<file path="src/rtl/uart_tx_queue.sv">
// Byte FIFO feeding an asynchronous UART transmitter through a start/busy handshake.
// A watchdog returns the sequencer to idle if the transmitter never acknowledges a start.
module uart_tx_queue #(
    parameter int unsigned DEPTH = 16,
    parameter int unsigned CW    = $clog2(DEPTH) + 1
) (
    input  logic          clk,
    input  logic          rst,
    input  logic          wr_en,
    input  logic [7:0]    wr_data,
    input  logic          flush,
    input  logic          clr_ovf,
    input  logic          tx_busy,
    output logic          tx_start,
    output logic [7:0]    tx_data,
    output logic          full,
    output logic          empty,
    output logic [CW-1:0] count,
    output logic          overflow
);
    localparam int unsigned AW = $clog2(DEPTH);

    typedef enum logic [1:0] {IDLE, START, WAIT_BUSY, WAIT_DONE} state_t;

    state_t        r_state;
    logic [7:0]    r_mem [DEPTH];
    logic [AW-1:0] r_wptr;
    logic [AW-1:0] r_rptr;
    logic [CW-1:0] r_count;
    logic          r_ovf;
    logic          r_tx_start;
    logic [7:0]    r_tx_data;
    logic [1:0]    r_wd;

    logic w_full;
    logic w_empty;
    logic w_push;
    logic w_pop;

    assign w_full  = (r_count == CW'(DEPTH));
    assign w_empty = (r_count == '0);
    assign w_push  = wr_en && !w_full && !flush;
    assign w_pop   = (r_state == IDLE) && !w_empty && !tx_busy && !flush;

    always_ff @(posedge clk) begin
        if (w_push && !rst) begin
            r_mem[r_wptr] <= wr_data;
        end
    end

    always_ff @(posedge clk) begin
        if (rst) begin
            r_wptr  <= '0;
            r_rptr  <= '0;
            r_count <= '0;
            r_ovf   <= 1'b0;
        end else begin
            if (flush) begin
                r_wptr  <= '0;
                r_rptr  <= '0;
                r_count <= '0;
            end else begin
                if (w_push) r_wptr <= r_wptr + AW'(1);
                if (w_pop)  r_rptr <= r_rptr + AW'(1);
                if (w_push && !w_pop) begin
                    r_count <= r_count + CW'(1);
                end else if (!w_push && w_pop) begin
                    r_count <= r_count - CW'(1);
                end
            end
            // A dropped write beats a same-cycle clear so no overflow event is lost.
            if (wr_en && w_full) begin
                r_ovf <= 1'b1;
            end else if (clr_ovf) begin
                r_ovf <= 1'b0;
            end
        end
    end

    // Watchdog spans the START cycle plus three WAIT_BUSY cycles without tx_busy.
    always_ff @(posedge clk) begin
        if (rst) begin
            r_state    <= IDLE;
            r_tx_start <= 1'b0;
            r_tx_data  <= '0;
            r_wd       <= '0;
        end else begin
            r_tx_start <= 1'b0;
            case (r_state)
                IDLE: begin
                    if (w_pop) begin
                        r_tx_data  <= r_mem[r_rptr];
                        r_tx_start <= 1'b1;
                        r_state    <= START;
                    end
                end
                START: begin
                    r_wd    <= '0;
                    r_state <= WAIT_BUSY;
                end
                WAIT_BUSY: begin
                    if (tx_busy) begin
                        r_state <= WAIT_DONE;
                    end else if (r_wd == 2'd2) begin
                        r_state <= IDLE;
                    end else begin
                        r_wd <= r_wd + 2'd1;
                    end
                end
                WAIT_DONE: begin
                    if (!tx_busy) r_state <= IDLE;
                end
                default: r_state <= IDLE;
            endcase
        end
    end

    assign tx_start = r_tx_start;
    assign tx_data  = r_tx_data;
    assign full     = w_full;
    assign empty    = w_empty;
    assign count    = r_count;
    assign overflow = r_ovf;

endmodule

</file>
<file path="config.mk">
export PLATFORM = sky130hd
export DESIGN_NAME = uart_tx_queue
export DESIGN_NICKNAME = d
export VERILOG_FILES = /design/src/rtl/uart_tx_queue.sv
export SDC_FILE = /design/constraint.sdc
export NUM_CORES = 1
export LEC_CHECK = 0
export ABC_AREA = 1
export BUFFER_PORTS_ARGS = -buffer_cell sky130_fd_sc_hd__buf_2
export CORE_AREA = 2 2 161 84
export DETAILED_ROUTE_END_ITERATION = 10
export DIE_AREA = 0 0 163 86
export PLACE_DENSITY = 0.78
export SYNTH_ARGS = -nofsm -noshare
export SYNTH_HDL_FRONTEND = slang
export SYNTH_SLANG_ARGS = --single-unit
</file>
<file path="constraint.sdc">
create_clock -name clk -period 6.21 [get_ports clk]
set_clock_uncertainty 0.05 [all_clocks]
set_input_delay 0.3105 -clock clk [delete_from_list [all_inputs] [get_ports clk]]
set_output_delay 0.3105 -clock clk [all_outputs]
set_load 0.1 [all_outputs]
</file>
Word-level counts from Yosys, hierarchy flattened. Memory sizes are Yosys's and may differ from the RTL's. A register that Yosys moved wholly into a read port is not among the register bits. Index checks and enable logic that the tools add are counted.

Reductions and logical operators: 26. Mux-type cells: 15. $add $sub $neg: 5. Equal/unequal tests: 10. Bitwise gates (word level): 1.

Operators with widths (count): $mux W2 (6); $mux W5 (2); $logic_and A1 B1 Y1 (9); $add A4 B1 Y4 const B (2); $ne A2 B2 Y1 const B (4); $pmux W2 S4 (1); $logic_not A1 Y1 (7); $eq A2 B2 Y1 const B (3); $reduce_and A3 Y1 (2); $reduce_bool A2 Y1 (3); $add A5 B1 Y5 const B (1); $eq A5 B5 Y1 const B (1); $logic_not A5 Y1 (1); $mux W1 (5); $sub A5 B1 Y5 const B (1); $pmux W2 S2 (1); $reduce_or A2 Y1 (2); $ne A3 B3 Y1 const B (1); $add A2 B1 Y2 const B (1); $eq A2 B1 Y1 const B (1); $logic_not A2 Y1 (1); $reduce_and A2 Y1 (1); $not A1 Y1 (1).

Memories: 1. Flip-flop bits (word level): 19. Memory bits (writable): 128. Logic and storage cells: 65. Bits of input ports: 14.

Memories: r_mem (words 16, width 8, rd ports 1, clocked after Yosys merged registers in 1, write ports 1, RTL line 26) `logic [7:0] r_mem [DEPTH];`.

Logic depth before layout (Yosys ltp).
Depth in word-level cells: 8. Mapped depth: 12. Gate-level depth less buffers: 12.

Worst setup path after synthesis. OpenSTA, ideal clock, no wires.

Path kind: register to register. From: register r_count[1], in the netlist count[1]. To: register r_count[3], in the netlist count[3]. Data arrival time: 2780 ps. Cell stages (with the launch flop): 13. Data required time: 6045 ps. Path buffers: 1. Period minus slack after synthesis: 2945 ps. Path slack: 3265 ps. Cells stage by stage: dfxtp_1 inv_1 nand4_1 nand4_2 buf_2 ha_1 inv_1 ha_1 a21oi_1 nand2_1 xor2_1 o21ai_0 inv_1.

Cells in the longest elaborated chain, start to end: 8.

RTL lines: start, declared (RTL line 29) `logic [CW-1:0] r_count;`; start signal, assigned (RTL line 66) `r_count <= r_count + CW'(1);`; start signal, assigned (RTL line 68) `r_count <= r_count - CW'(1);`; parallel branches: the longest is 8 deep, another holds $sub A5 B1 Y5.

Parallel ways; which one is timed is not known. The select of a mux whose other input is x is not followed. A chain may end at the register's enable or synchronous reset.

Worst setup path in the final report.
From: register r_count[0], in the netlist count[0]. To: register r_count[3], in the netlist count[3].

Same word-level chain as after synthesis.

==> results.toml <==
[critical_path]
arrival_ns = 2.97
crit_path_start_kind = "register"
slowest_delay_ns = 0.46
critPathMaxFanout = 16
cp_slowest_cell = "dfxtp_1"
critPathRequiredTime_ns = 6.48
worstSetupPathType = "register to register"
crit_buf_inv = 2
critPathTopFamily = "simple AND/OR/NAND/NOR gates"
cp-end-kind = "register"
worstPathCellList = "nor2_1, nand4_1, nand4_2, ha_1, inv_1, ha_1, a21oi_1, nand2_1, xor2_1, o21ai_0, inv_1"

[yosys]
synthCells = 702
yosysWarnings = 0
syn_nets = 727
async_flop_share_pct = 0
synth_edf_count = 128
syn_area_per_cell_um2 = 9.70
syn_area_um2 = 6810
seq_area_frac_synth_pct = 64.4
synth_seq_cells = 155
synth_cell_types = 24
synth-main-ff-cell = "edfxtp_1"

[flow_run]
maxCapViolCount = 0

[placement]
gp_congestion = 0.901
hpwl_mm = 9.34
numPortBuffers = 30
dp_slack_ns = 3.60

[clock_network]
path_clk_slew_ns = 0.06
cts_inserted_buffers = 17
cts-resized-gates = 0
cts_hold_buf = 0
clock_sinks = 155
h-tree-depth = 4
cts_tree = "built"
clockBufferDepth = 2
cts_root_buf = "clkbuf_16"
post_cts_buffers = 0
clk_latency_ns = 0.42

[pwr]
total_power_mw = 2.44
max-vdd-ir-drop_mv = 0.206
powerDensity_nw_per_um2 = 318
leakage_nw = 3.26

[timing]
hold_viol = 0
layout_setup_ws_ns = 3.51
tightest_slew_ns = 1.12
rsz0062_at_grt = "false"
slew-limit-headroom_pct = 25.2
setup_tns_ns = 0
period_needed_ns = 2.70
post-route-period-util_pct = 43.5
setup_viol = 0
slew_viol_final = 0
clock.fmax_mhz = 370

[routing]
drtPass1Iterations = 6
wire_per_inst_um = 17.1
avgViaCountPerCell = 5.37
drt_iter0_drc = 523
totalWireLength_mm = 15.5
drtAntennaViolNets = 0
post-route-drc-count = 0
vias = 4861

[finish]
fin_util_pct = 61.2
fillers = 957
final_layout_size_suffix_gt1_share_pct = 9.10
n_antenna_cell = 0
multi_input_area_um2 = 1860
nets = 748
area.sequential_um2 = 4390
area.growth.synth_to_final_pct = 12.5

[floorplan]
die_x_um = 163
initial_core_util_pct = 54.4
die_area_um2 = 14000
ios = 31
core.rowCount = 29
core_area_um2 = 12500
die_y_um = 86

[global_route]
first_global_vias = 4645
grt_usage_pct = 23.7
grt-ovfl-total = 0
grt_pass1_wl_mm = 24.6
antenna_found_initial = 0
grt_max_degree = 69

[hold_path]
worstHoldPathType = "primary input to register"

[outcome]
status = "complete, no violations"
where the power goes:
group          switching (mW)  internal [mW]
registers             0.00981           1.14
logic                   0.168         0.0441
clock network           0.407          0.667
total                   0.585           1.85
layout make-up:
cell class,count,area share (%)
flip-flops and latches,155,57.2
inverters,109,5.34
multi-input cells,408,24.3
well taps,170,2.78
repair buffers,32,2.16
clock inverters,7,0.931
clock buffers,25,7.30
path summary, 6_finish.rpt:
kind | startpoint | to | slack (ns) | cells after the start
max | count[0] | count[3] | 3.51 | 11
min | clr_ovf | overflow | 0.08 | 4
max reg2reg | count[0] | count[3] | 3.51 | 11
min reg2reg | overflow | overflow | 0.42 | 2
per-stage QoR:
stage          instance area [um^2]  hold WS, ns  cells
6_report                       7660       0.0806    906
5_1_grt                        7660       0.0895    906
2_1_floorplan                  6810        0.359    702
3_3_place_gp                   7030        0.399    874
4_1_cts                        7660       0.0662    906
3_5_place_dp                   7030        0.407    874
layout by cell type (no fill, tap or decap), types with 3 or more instances in the layout:
cell type  synthesis  final
edfxtp_1         128    128
xor2_1             8      8
clkbuf_16          0     20
buf_2             15     30
nor2_1            29     29
clkbuf_8           0      4
nand3_1           93     93
dfxtp_1           27     26
clkinv_2           0      3
inv_1            106    106
ha_1              10     10
nand2_1          232    232
o21ai_0            4      4
a21oi_1           22     22
worst reg2reg max path: stages (launching register included):
cell and delay (ns):
dfxtp_1 0.46, nor2_1 0.11, nand4_1 0.13, nand4_2 0.40
ha_1 0.41, inv_1 0.15, ha_1 0.31, a21oi_1 0.17
nand2_1 0.08, xor2_1 0.14, o21ai_0 0.14, inv_1 0.05
registers in the layout, summed over array words and instances, names as in the netlist:
register,count
r_rptr,4
tx_data,8
count,5
r_mem,128
overflow,1
tx_start,1
r_wptr,4
r_wd,2
r_state,2
routing by layer:
| metal | vias to the layer above | track usage [%] | part of all wire (%) |
|---|---|---|---|
| li1 | 2301 | - | - |
| met1 | 2255 | 32.3 | 42 |
| met2 | 264 | 37.1 | 46 |
| met3 | 41 | 6.29 | 9.8 |
| met4 | 0 | 8.45 | 2.2 |
| met5 | - | 0 | 0 |
cells by family after synthesis:
logic type / synth area share, %
compound gates: 2.24
flops: 64.4
xor+xnor: 1.16
simple gates: 21.8
fa+ha+maj: 2.13
buf+inv: 8.32
cells in the mapped netlist, types with 4 or more instances:
library cell	n	share of area, %
nand2_1	232	13
edfxtp_1	128	56
inv_1	106	5.8
nand3_1	93	6.8
nor2_1	29	1.6
dfxtp_1	27	7.9
a21oi_1	22	1.6
buf_2	15	1.1
ha_1	10	1.8
xor2_1	8	1.0
buf_4	7	0.77
buf_1	4	0.22
clkbuf_1	4	0.22
o21ai_0	4	0.29
Note: power is estimated with default switching activity, not from simulation.
